===== src/rtl/instr_pkg.sv =====
// Definitions shared by the instruction encoder and decoder: opcodes, word
// field positions, control-bit indices and the encoder state encoding.
package instr_pkg;

  localparam logic [3:0] OPC_REGSRC = 4'b0010;
  localparam logic [3:0] OPC_BRANCH = 4'b0011;

  localparam int OPC_MSB  = 31;
  localparam int OPC_LSB  = 28;
  localparam int CC_MSB   = 27;
  localparam int CC_LSB   = 24;
  localparam int SRC_MSB  = 23;
  localparam int SRC_LSB  = 12;
  localparam int DEST_MSB = 11;
  localparam int DEST_LSB = 0;

  localparam int CC_SRC_REG  = 3;
  localparam int CC_DEST_REG = 2;

  typedef enum logic [1:0] {
    IDLE,
    RUN,
    DRAIN,
    DONE
  } enc_state_t;

  // Register-source opcodes always read a register; branches never write one.
  function automatic logic [3:0] normalise_cc(input logic [3:0] opcode,
                                              input logic [3:0] cc);
    logic [3:0] res;
    res = cc;
    if (opcode == OPC_REGSRC) res[CC_SRC_REG] = 1'b1;
    if (opcode == OPC_BRANCH) res[CC_DEST_REG] = 1'b0;
    return res;
  endfunction

  function automatic logic [31:0] pack_word(input logic [3:0]  opcode,
                                            input logic [3:0]  cc,
                                            input logic [11:0] src,
                                            input logic [11:0] dest);
    logic [31:0] w;
    w = '0;
    w[OPC_MSB:OPC_LSB]   = opcode;
    w[CC_MSB:CC_LSB]     = cc;
    w[SRC_MSB:SRC_LSB]   = src;
    w[DEST_MSB:DEST_LSB] = dest;
    return w;
  endfunction

endpackage


===== src/rtl/instr_fifo.sv =====
// Small synchronous show-ahead FIFO; dout presents the oldest entry whenever
// the FIFO is non-empty so a pop and its data land on the same edge.
module instr_fifo #(
  parameter int DATA_WIDTH = 32,
  parameter int DEPTH      = 4
) (
  input  logic                  clk,
  input  logic                  rst,
  input  logic                  flush,
  input  logic                  push,
  input  logic                  pop,
  input  logic [DATA_WIDTH-1:0] din,
  output logic [DATA_WIDTH-1:0] dout,
  output logic                  full,
  output logic                  empty
);

  localparam int PTR_W = $clog2(DEPTH);

  logic [PTR_W:0]          wr_ptr_reg;
  logic [PTR_W:0]          rd_ptr_reg;
  logic [DATA_WIDTH-1:0]   mem_reg [DEPTH];
  logic                    do_push;
  logic                    do_pop;

  // The extra pointer bit distinguishes full (lap differs) from empty.
  assign empty = (wr_ptr_reg == rd_ptr_reg);
  assign full  = (wr_ptr_reg[PTR_W] != rd_ptr_reg[PTR_W]) &&
                 (wr_ptr_reg[PTR_W-1:0] == rd_ptr_reg[PTR_W-1:0]);

  assign do_push = push && !full;
  assign do_pop  = pop && !empty;
  assign dout    = mem_reg[rd_ptr_reg[PTR_W-1:0]];

  always_ff @(posedge clk) begin
    if (do_push) mem_reg[wr_ptr_reg[PTR_W-1:0]] <= din;
  end

  always_ff @(posedge clk) begin
    if (rst || flush) begin
      wr_ptr_reg <= '0;
      rd_ptr_reg <= '0;
    end else begin
      if (do_push) wr_ptr_reg <= wr_ptr_reg + (PTR_W+1)'(1);
      if (do_pop)  rd_ptr_reg <= rd_ptr_reg + (PTR_W+1)'(1);
    end
  end

endmodule


===== src/rtl/instruction_encoder.sv =====
// Packs and normalises instruction field tuples, buffers them, and writes the
// encoded words to consecutive instruction-memory addresses from a base.
module instruction_encoder
  import instr_pkg::*;
#(
  parameter int DATA_WIDTH    = 32,
  parameter int ADDRESS_WIDTH = 12,
  parameter int FIFO_DEPTH    = 4
) (
  input  logic                     clk,
  input  logic                     rst,
  input  logic                     start,
  input  logic [ADDRESS_WIDTH-1:0] base_adrs,
  input  logic                     in_valid,
  output logic                     in_ready,
  input  logic [3:0]               in_opcode,
  input  logic [3:0]               in_cc,
  input  logic [ADDRESS_WIDTH-1:0] in_src,
  input  logic [ADDRESS_WIDTH-1:0] in_dest,
  input  logic                     in_last,
  output logic                     mem_w_en,
  output logic [ADDRESS_WIDTH-1:0] mem_w_adrs,
  output logic [DATA_WIDTH-1:0]    mem_w_data,
  output logic                     busy,
  output logic                     done,
  output logic [ADDRESS_WIDTH:0]   count,
  output logic                     norm_flag,
  output logic                     wrap_flag
);

  localparam logic [ADDRESS_WIDTH:0] COUNT_MAX = {1'b1, {ADDRESS_WIDTH{1'b0}}};

  enc_state_t               state_reg;
  logic [ADDRESS_WIDTH-1:0] adrs_reg;
  logic                     mem_w_en_reg;
  logic [ADDRESS_WIDTH-1:0] mem_w_adrs_reg;
  logic [DATA_WIDTH-1:0]    mem_w_data_reg;
  logic                     busy_reg;
  logic                     done_reg;
  logic [ADDRESS_WIDTH:0]   count_reg;
  logic                     norm_flag_reg;
  logic                     wrap_flag_reg;

  logic [3:0]               norm_cc;
  logic [DATA_WIDTH-1:0]    push_word;
  logic [DATA_WIDTH-1:0]    fifo_dout;
  logic                     fifo_push;
  logic                     fifo_pop;
  logic                     fifo_flush;
  logic                     fifo_full;
  logic                     fifo_empty;

  assign in_ready   = (state_reg == RUN) && !fifo_full;
  assign fifo_push  = in_valid && in_ready;
  assign fifo_pop   = ((state_reg == RUN) || (state_reg == DRAIN)) && !fifo_empty;
  assign fifo_flush = (state_reg == IDLE) && start;

  always_comb begin
    norm_cc   = normalise_cc(in_opcode, in_cc);
    push_word = pack_word(in_opcode, norm_cc, in_src, in_dest);
  end

  instr_fifo #(
    .DATA_WIDTH (DATA_WIDTH),
    .DEPTH      (FIFO_DEPTH)
  ) u_fifo (
    .clk   (clk),
    .rst   (rst),
    .flush (fifo_flush),
    .push  (fifo_push),
    .pop   (fifo_pop),
    .din   (push_word),
    .dout  (fifo_dout),
    .full  (fifo_full),
    .empty (fifo_empty)
  );

  always_ff @(posedge clk) begin
    if (rst) begin
      state_reg      <= IDLE;
      adrs_reg       <= '0;
      mem_w_en_reg   <= 1'b0;
      mem_w_adrs_reg <= '0;
      mem_w_data_reg <= '0;
      busy_reg       <= 1'b0;
      done_reg       <= 1'b0;
      count_reg      <= '0;
      norm_flag_reg  <= 1'b0;
      wrap_flag_reg  <= 1'b0;
    end else begin
      done_reg     <= 1'b0;
      mem_w_en_reg <= fifo_pop;

      if (fifo_pop) begin
        mem_w_adrs_reg <= adrs_reg;
        mem_w_data_reg <= fifo_dout;
        adrs_reg       <= adrs_reg + ADDRESS_WIDTH'(1);
        if (adrs_reg == '1) wrap_flag_reg <= 1'b1;
        if (count_reg != COUNT_MAX) count_reg <= count_reg + (ADDRESS_WIDTH+1)'(1);
      end

      if (fifo_push && (norm_cc != in_cc)) norm_flag_reg <= 1'b1;

      case (state_reg)
        IDLE: begin
          if (start) begin
            state_reg     <= RUN;
            busy_reg      <= 1'b1;
            adrs_reg      <= base_adrs;
            count_reg     <= '0;
            norm_flag_reg <= 1'b0;
            wrap_flag_reg <= 1'b0;
          end
        end
        RUN: begin
          if (fifo_push && in_last) state_reg <= DRAIN;
        end
        DRAIN: begin
          // An empty FIFO means no pop this cycle, so the final write is already out.
          if (fifo_empty) begin
            state_reg <= DONE;
            done_reg  <= 1'b1;
          end
        end
        DONE: begin
          state_reg <= IDLE;
          busy_reg  <= 1'b0;
        end
        default: begin
          state_reg <= IDLE;
          busy_reg  <= 1'b0;
        end
      endcase
    end
  end

  assign mem_w_en   = mem_w_en_reg;
  assign mem_w_adrs = mem_w_adrs_reg;
  assign mem_w_data = mem_w_data_reg;
  assign busy       = busy_reg;
  assign done       = done_reg;
  assign count      = count_reg;
  assign norm_flag  = norm_flag_reg;
  assign wrap_flag  = wrap_flag_reg;

endmodule


===== config.mk =====
export PLATFORM = sky130hd
export DESIGN_NAME = instruction_encoder
export DESIGN_NICKNAME = d
export VERILOG_FILES = /design/src/rtl/instr_pkg.sv /design/src/rtl/instr_fifo.sv /design/src/rtl/instruction_encoder.sv
export SDC_FILE = /design/constraint.sdc
export NUM_CORES = 1
export LEC_CHECK = 0
export ABC_CLOCK_PERIOD_IN_PS = 2800
export BUFFER_PORTS_ARGS = -buffer_cell sky130_fd_sc_hd__buf_2
export CAP_MARGIN = 20
export CORE_ASPECT_RATIO = 0.6
export CORE_MARGIN = 5
export CORE_UTILIZATION = 51
export CTS_CLUSTER_DIAMETER = 150
export DETAILED_ROUTE_END_ITERATION = 8
export GPL_TIMING_DRIVEN = 0
export PLACE_DENSITY = 0.75
export RECOVER_POWER = 100
export SETUP_SLACK_MARGIN = 0.05
export SLEW_MARGIN = 20
export SYNTH_ARGS = -nofsm -noshare
export SYNTH_HDL_FRONTEND = slang
export SYNTH_SLANG_ARGS = --single-unit
export TNS_END_PERCENT = 30

===== constraint.sdc =====
create_clock -name clk -period 2.8 [get_ports clk]
set_input_delay 0 -clock clk [delete_from_list [all_inputs] [get_ports clk]]
set_output_delay 0 -clock clk [all_outputs]
set_load 0.005 [all_outputs]

Word level (Yosys, flattened, before mapping)
Memory sizes are Yosys's and may differ from the RTL's. A register that Yosys moved wholly into a read port is not among the register bits.
Cells that the tools add are included.
{ "totals": {"output_inout_bits": 63, "ram_bits": 128, "inputBits": 49, "latch_bits": 0, "mem_count": 1, "romBits": 0, "regBits": 50} }
{ "classes": {"muxes": 25, "bitwise_logic": 1, "shifts": 0, "add_sub_neg": 4, "reduce_logical": 18, "eq_ne": 14, "n_lt_le_gt_ge": 0, "div_mod_pow": 0, "n_mul": 0} }
{ "mem_list": {"columns": ["name", "depth", "width", "read_ports", "rd_ports_with_merged_regs", "wr", "line", "rtl"], "rows": [
  ["u_fifo.mem_reg", 4, 32, 1, 1, 1, "instr_fifo.sv:22", "logic [DATA_WIDTH-1:0] mem_reg [DEPTH];"]
]} }
{ "op_table": {"columns": ["operator", "count"], "rows": [
  ["$mux W13", 4],
  ["$mux W12", 3],
  ["$add A13 B1 Y13 const B", 1],
  ["$mux W1", 13],
  ["$ne A13 B13 Y1 const B", 1],
  ["$add A12 B1 Y12 const B", 1],
  ["$eq A12 B12 Y1 const B", 1],
  ["$logic_and A1 B1 Y1", 9],
  ["$eq A4 B2 Y1 const B", 2],
  ["$pmux W2 S4", 1],
  ["$add A3 B1 Y3 const B", 2],
  ["$mux W2", 3],
  ["$eq A2 B2 Y1 const B", 2],
  ["$ne A2 B1 Y1 const B", 2],
  ["$eq A3 B3 Y1", 1],
  ["$reduce_and A3 Y1", 1],
  ["$eq A2 B1 Y1 const B", 1],
  ["$eq A2 B2 Y1", 1],
  ["$logic_not A1 Y1", 2],
  ["$logic_not A2 Y1", 1],
  ["$logic_or A1 B1 Y1", 2],
  ["$ne A2 B2 Y1", 1],
  ["$ne A2 B2 Y1 const B", 1],
  ["$pmux W1 S2", 1],
  ["other kinds (5)", 5]
]} }

Longest topological paths before layout
{ "logic_depth": {"word_depth": 9, "ltp_mapped": 8, "ltp_nobuf": 6} }

Modules after synthesis
From an unflattened synthesis, not the netlist that was laid out.
{ "unflattened": {"hier_cells": 619, "hier_area_um2": 8335.5} }
{ "by_module_without_submodules": {"columns": ["module", "cells_each", "seq_area_each_um2", "area_each_um2", "instances"], "rows": [
  ["instr_fifo", 235, 4003.8, 5172.5, 1],
  ["instruction_encoder", 384, 1521.5, 3163.0, 1]
]} }

Least setup slack after synthesis
Ideal clock, no wire load.
{ "synth_path": {"path_kind": "register to register", "from": "register u_fifo.rd_ptr_reg[1]", "to": "memory u_fifo.mem_reg[3][0] (enable)", "path_stages_with_launch": 4, "period_less_slack_ns": 3.020, "arrival_time_ns": 2.576, "path_slack_ns": -0.220, "path_buffers": 1, "cell_sequence": "dfxtp_1 -> buf_2 -> xnor2_1 -> a31oi_1"} }
{ "synth_via": {"elab_chain_cells": 8} }
{ "synth_rtl": {"columns": ["item", "line", "rtl"], "rows": [
  ["start, declared", "instr_fifo.sv:21", "logic [PTR_W:0] rd_ptr_reg;"],
  ["start signal, assigned", "instr_fifo.sv:45", "if (do_pop) rd_ptr_reg <= rd_ptr_reg + (PTR_W+1)'(1);"],
  ["$eq A2 B2 Y1 (*)", "instr_fifo.sv:29", "(wr_ptr_reg[PTR_W-1:0] == rd_ptr_reg[PTR_W-1:0]);"],
  ["$logic_and A1 B1 Y1 (*)", "instr_fifo.sv:28", "assign full = (wr_ptr_reg[PTR_W] != rd_ptr_reg[PTR_W]) &&"],
  ["$logic_not A1 Y1 (*)", "instr_fifo.sv:31, instruction_encoder.sv:53", null],
  ["$logic_and A1 B1 Y1", "instruction_encoder.sv:53", "assign in_ready = (state_reg == RUN) && !fifo_full;"],
  ["$logic_and A1 B1 Y1", "instruction_encoder.sv:54", "assign fifo_push = in_valid && in_ready;"],
  ["$logic_and A1 B1 Y1 (*)", "instr_fifo.sv:31", "assign do_push = push && !full;"],
  ["$mux W1 (*)", "instr_fifo.sv:36", "if (do_push) mem_reg[wr_ptr_reg[PTR_W-1:0]] <= din;"],
  ["$mux W1 (not written as such) (*)", "instr_fifo.sv:36", null],
  ["end, declared", "instr_fifo.sv:22", null]
]} }
Every way passes the cells marked *; elsewhere a longest branch is shown, timed or not.

Worst setup path after layout
{ "layout_path": {"from": "register u_fifo.rd_ptr_reg[1]", "to": "register adrs_reg[10]"} }
{ "layout_via": {"elab_chain_cells": 6} }
{ "layout_rtl": {"columns": ["item", "line", "rtl"], "rows": [
  ["$eq A3 B3 Y1 (*)", "instr_fifo.sv:27", "assign empty = (wr_ptr_reg == rd_ptr_reg);"],
  ["$logic_not A1 Y1 (*)", "instruction_encoder.sv:55", "assign fifo_pop = ((state_reg == RUN) || (state_reg == DRAIN)) && !fifo_empty;"],
  ["$logic_and A1 B1 Y1 (*)", "instruction_encoder.sv:55", null],
  ["$mux W12 (*)", "instruction_encoder.sv:94", "if (fifo_pop) begin"],
  ["$mux W12", "instruction_encoder.sv:106", "if (start) begin"],
  ["$mux W12 (*)", "instruction_encoder.sv:104", "case (state_reg)"],
  ["end signal, assigned", "instruction_encoder.sv:97", "adrs_reg <= adrs_reg + ADDRESS_WIDTH'(1);"],
  ["end signal, assigned", "instruction_encoder.sv:109", "adrs_reg <= base_adrs;"],
  ["end, declared", "instruction_encoder.sv:34", "logic [ADDRESS_WIDTH-1:0] adrs_reg;"]
]} }
Marks and branches as above.
A chain may end at the register's enable or synchronous reset.

==> tab_implementation.tex <==
\begin{tabular}{lr}
\hline
Metric & Value \\
\hline
\multicolumn{2}{l}{\textbf{Logic synthesis}} \\
Summed instance area of the synthesized netlist & 0.00824 mm2 \\
Cells after synthesis & roughly 600 \\
Synth warnings & 0 \\
Total of flip-flops plus latches after synthesis & 210 \\
Share of the yosys chip area belonging to registers & 0.666 \\
Area contributors post-synth & sky130\_fd\_sc\_hd\_\_edfxtp\_1, sky130\_fd\_sc\_hd\_\_dfxtp\_1, sky130\_fd\_sc\_hd\_\_mux4\_2 \\
Mapped Avg Cell Area & 13.4 um2 \\
Number of flops mapped to enable cells by yosys & approximately 130 \\
Fraction of registers with async set or reset after synthesis & 0 \\
Area share of the leading cell type in the synthesized netlist & 0.467 \\
Most frequent cells after synthesis & sky130\_fd\_sc\_hd\_\_edfxtp\_1, sky130\_fd\_sc\_hd\_\_nand2\_1, sky130\_fd\_sc\_hd\_\_dfxtp\_1, sky130\_fd\_sc\_hd\_\_a21oi\_1, sky130\_fd\_sc\_hd\_\_mux4\_2 \\
Most frequently used cell type in the post-synthesis netlist & sky130\_fd\_sc\_hd\_\_edfxtp\_1 \\
Post-synth net total & 677 \\
Commonest register cell after synthesis & sky130\_fd\_sc\_hd\_\_edfxtp\_1 \\
Number of distinct standard cells referenced by the synthesized netlist & 45 \\
Biggest area consumer among synthesized cells & sky130\_fd\_sc\_hd\_\_edfxtp\_1 \\
\multicolumn{2}{l}{\textbf{STA}} \\
Hold slack & around 0.033 ns \\
Worst slew slack as a fraction of its limit & 0.137 \\
Highest Clock Rate & around 380 MHz \\
Share of the clock period used by the worst path after layout & 0.930 \\
Transition time at the pin with the least slew margin & between 1 and 1.5 ns \\
Total of endpoints with negative setup slack in the final report & 0 \\
RSZ-0062 raised after global routing & no \\
Clk\_skew & $\sim$0.009 ns \\
Final max-slew violation count & 0 \\
Total negative slack & 0 ns \\
Number of endpoints with negative hold slack in the final report & 0 \\
Clock period minus final worst setup slack & around 2.6 ns \\
\multicolumn{2}{l}{\textbf{Setup path}} \\
Internal reg-to-reg setup slack & 0.20 ns \\
Capturing instance or port of the critical path & adrs\_reg[10] \\
Worst setup path startpoint & u\_fifo.rd\_ptr\_reg[1] \\
Worst R2R Path Depth & 6 \\
Startpoint of the lowest-slack register-to-register path & u\_fifo.rd\_ptr\_reg[1] \\
CP Class & flop to flop \\
Worst reg2reg path endpoint & adrs\_reg[10] \\
CP Data Arrival Time & a little over 3 ns \\
Data required time of the worst path & about 3.2 ns \\
Capturing element type of the critical path & flop \\
Nature of the critical path startpoint & flop \\
Worst-path maximum fanout & 8 \\
\multicolumn{2}{l}{\textbf{Global routing}} \\
Global Route Usage Sum & 0.209 \\
Number of antenna violations at the first check in global routing & 1 \\
Global-route wire length before repair & 31100 um \\
Number of global-route vias before repair & 5774 \\
GRT Residual Overflow & 0 \\
Maximum number of pins on one net before global-route repair & 21 \\
\multicolumn{2}{l}{\textbf{Route}} \\
Vias & 5670 \\
Residual antenna-violating net count after detailed routing & 0 \\
Pre-Repair DR Iteration Count & 6 \\
Routed Wire Length & 19600 um \\
Number of DRC markers after the initial detailed-route iteration & 521 \\
Post-detailed-route DRC marker count & 0 \\
Routed wire per std cell & 19.2 um \\
Vias per cell & $\sim$5.6 \\
\multicolumn{2}{l}{\textbf{Place}} \\
Placer's final routability congestion estimate & around 0.88 \\
Post-detailed-placement cell area & about 0.0092 mm2 \\
PortBufs & 110 \\
HPWL after detailed placement & roughly 13000 um \\
\multicolumn{2}{l}{\textbf{Finish}} \\
Flip-flop count of the largest register after layout & about 130 \\
Area added between synthesis and finish & 22.9\% \\
Final design area excluding fillers & roughly 0.01 mm2 \\
Number of fillers in the final layout & approximately 1.3k \\
Layout cells sized above 1 & 0.142 \\
Net count, final & approximately 860 \\
\multicolumn{2}{l}{\textbf{Die}} \\
Initial standard-cell utilization of the core & 0.514 \\
Horiz. Die Dim & 174 um \\
Die H & 108 um \\
Number of top-level design ports & 112 \\
Area of the die & roughly 0.019 mm2 \\
Row count & 36 \\
Placeable core region & $\sim$0.016 mm2 \\
\multicolumn{2}{l}{\textbf{Hold path}} \\
Min-delay worst type & primary input to flop \\
\multicolumn{2}{l}{\textbf{Clocking}} \\
Bufs on Longest Clock Path & 3 \\
Clock latency on the worst-skew pair & roughly 0.49 ns \\
Total clock sinks & between 200 and 250 \\
Cts repair resizes & 0 \\
Maximum level of the CTS H-tree & 1 \\
CTS tree & built \\
Number of clock buffers inserted by TritonCTS & 20 \\
Clock transition at the register clock pins on the worst setup and hold paths after CTS & around 0.070 ns \\
Root buf cell & sky130\_fd\_sc\_hd\_\_clkbuf\_16 \\
\multicolumn{2}{l}{\textbf{Run}} \\
Total of max-cap violations & 0 \\
\multicolumn{2}{l}{\textbf{Run status}} \\
Result of the run & finished clean \\
\multicolumn{2}{l}{\textbf{Pwr}} \\
Power per cell area & 717 mW/mm2 \\
Peak supply drop & between 0.3 and 0.4 mV \\
Cell leakage power & 3.34 nW \\
\hline
\end{tabular}
## worst max-delay path, stage by stage (launching register included)
cell and delay, ns:
sky130_fd_sc_hd__dfxtp_1 0.34, sky130_fd_sc_hd__buf_2 0.25, sky130_fd_sc_hd__xor2_1 0.18, sky130_fd_sc_hd__nor3_1 0.72, sky130_fd_sc_hd__nor4_1 0.16, sky130_fd_sc_hd__nor4_1 0.31
sky130_fd_sc_hd__dlygate4sd3_1 0.60
## metrics by stage
step	utilization	total power, mW	worst slack (ns)	std cells
after global placement	0.565	4.70	-0.316	935
after detailed placement	0.572	4.78	0.426	939
after CTS	0.638	7.33	0.346	1020
final	0.631	7.26	0.197	1021
after global routing	0.631	7.59	0.106	1021
after floorplan	-	4.37	0.575	616
## repair_timing
item	CTS	global route
hold endpoints to repair	141	0
endpoints found under the setup margin	0	0
buffers inserted	0	0
hold buffers	45	0
## how the worst min path moves through the flow
stage / startpoint / to / cells past startpoint
3_3_place_gp: in_src[5] / u_fifo.mem_reg[0][17] / 1
3_5_place_dp: in_src[5] / u_fifo.mem_reg[1][17] / 1
4_1_cts: start / adrs_reg[11] / 4
2_1_floorplan: in_dest[0] / u_fifo.mem_reg[0][0] / 0
6_report: start / adrs_reg[11] / 4
5_1_grt: start / count[11] / 4
## kinds of logic after synthesis
group,Yosys count,share of synthesized area
buffers and inverters,44,0.0226
AOI/OAI and AO/OA,102,0.0759
xor gates and xnor gates,14,0.0158
DFF,210,0.666
and+or+nand+nor,198,0.109
muxes,36,0.0923
adders and majority gates,12,0.0182
## metal layers
metal | vias up | GRT usage | wire [um]
met4 | 0 | 0.0384 | 300
met1 | 2769 | 0.306 | 8940
met5 | - | 0 | 0
met3 | 31 | 0.0454 | 1470
met2 | 207 | 0.331 | 8910
li1 | 2663 | - | -
## cell type report
cell class	count	area [um2]	area share
Inverter	11	41.3	0.00408
Clock inverter	8	36.3	0.00359
Timing Repair Buffer	159	1020	0.101
Antenna cell	1	2.50	0.000247
Tap cell	209	262	0.0258
Clock buffer	28	562	0.0555
Multi-Input combinational cell	362	2570	0.254
Sequential cell	210	5490	0.542
Buffer	33	144	0.0142
## power by group
group	switching (mW)	internal [mW]
Combinational	0.652	0.442
Sequential	0.154	3.52
Clock	1.09	1.40
## cell usage in the layout (no fill, tap or decap), drive strengths merged, types with 4 or more instances in the layout
cell / synthesis / routed
mux4: 32 / 32
and4: 4 / 4
ha: 12 / 12
o31ai: 5 / 5
a21oi: 55 / 55
nor2: 25 / 25
xnor2: 10 / 10
nand2b: 6 / 6
mux2i: 4 / 4
nand2: 116 / 116
and2: 6 / 6
a31oi: 4 / 4
xor2: 4 / 4
edfxtp: 128 / 128
dlygate4sd3: 0 / 45
o21ai: 10 / 10
clkbuf: 20 / 124
a211oi: 5 / 5
nor4: 5 / 5
nand3: 8 / 8
nand4: 8 / 8
or3: 5 / 5
clkinv: 0 / 8
a311oi: 9 / 9
inv: 11 / 11
buf: 13 / 51
dfxtp: 82 / 82
or4: 5 / 5
No activity file was read; power rests on OpenSTA's default activity.
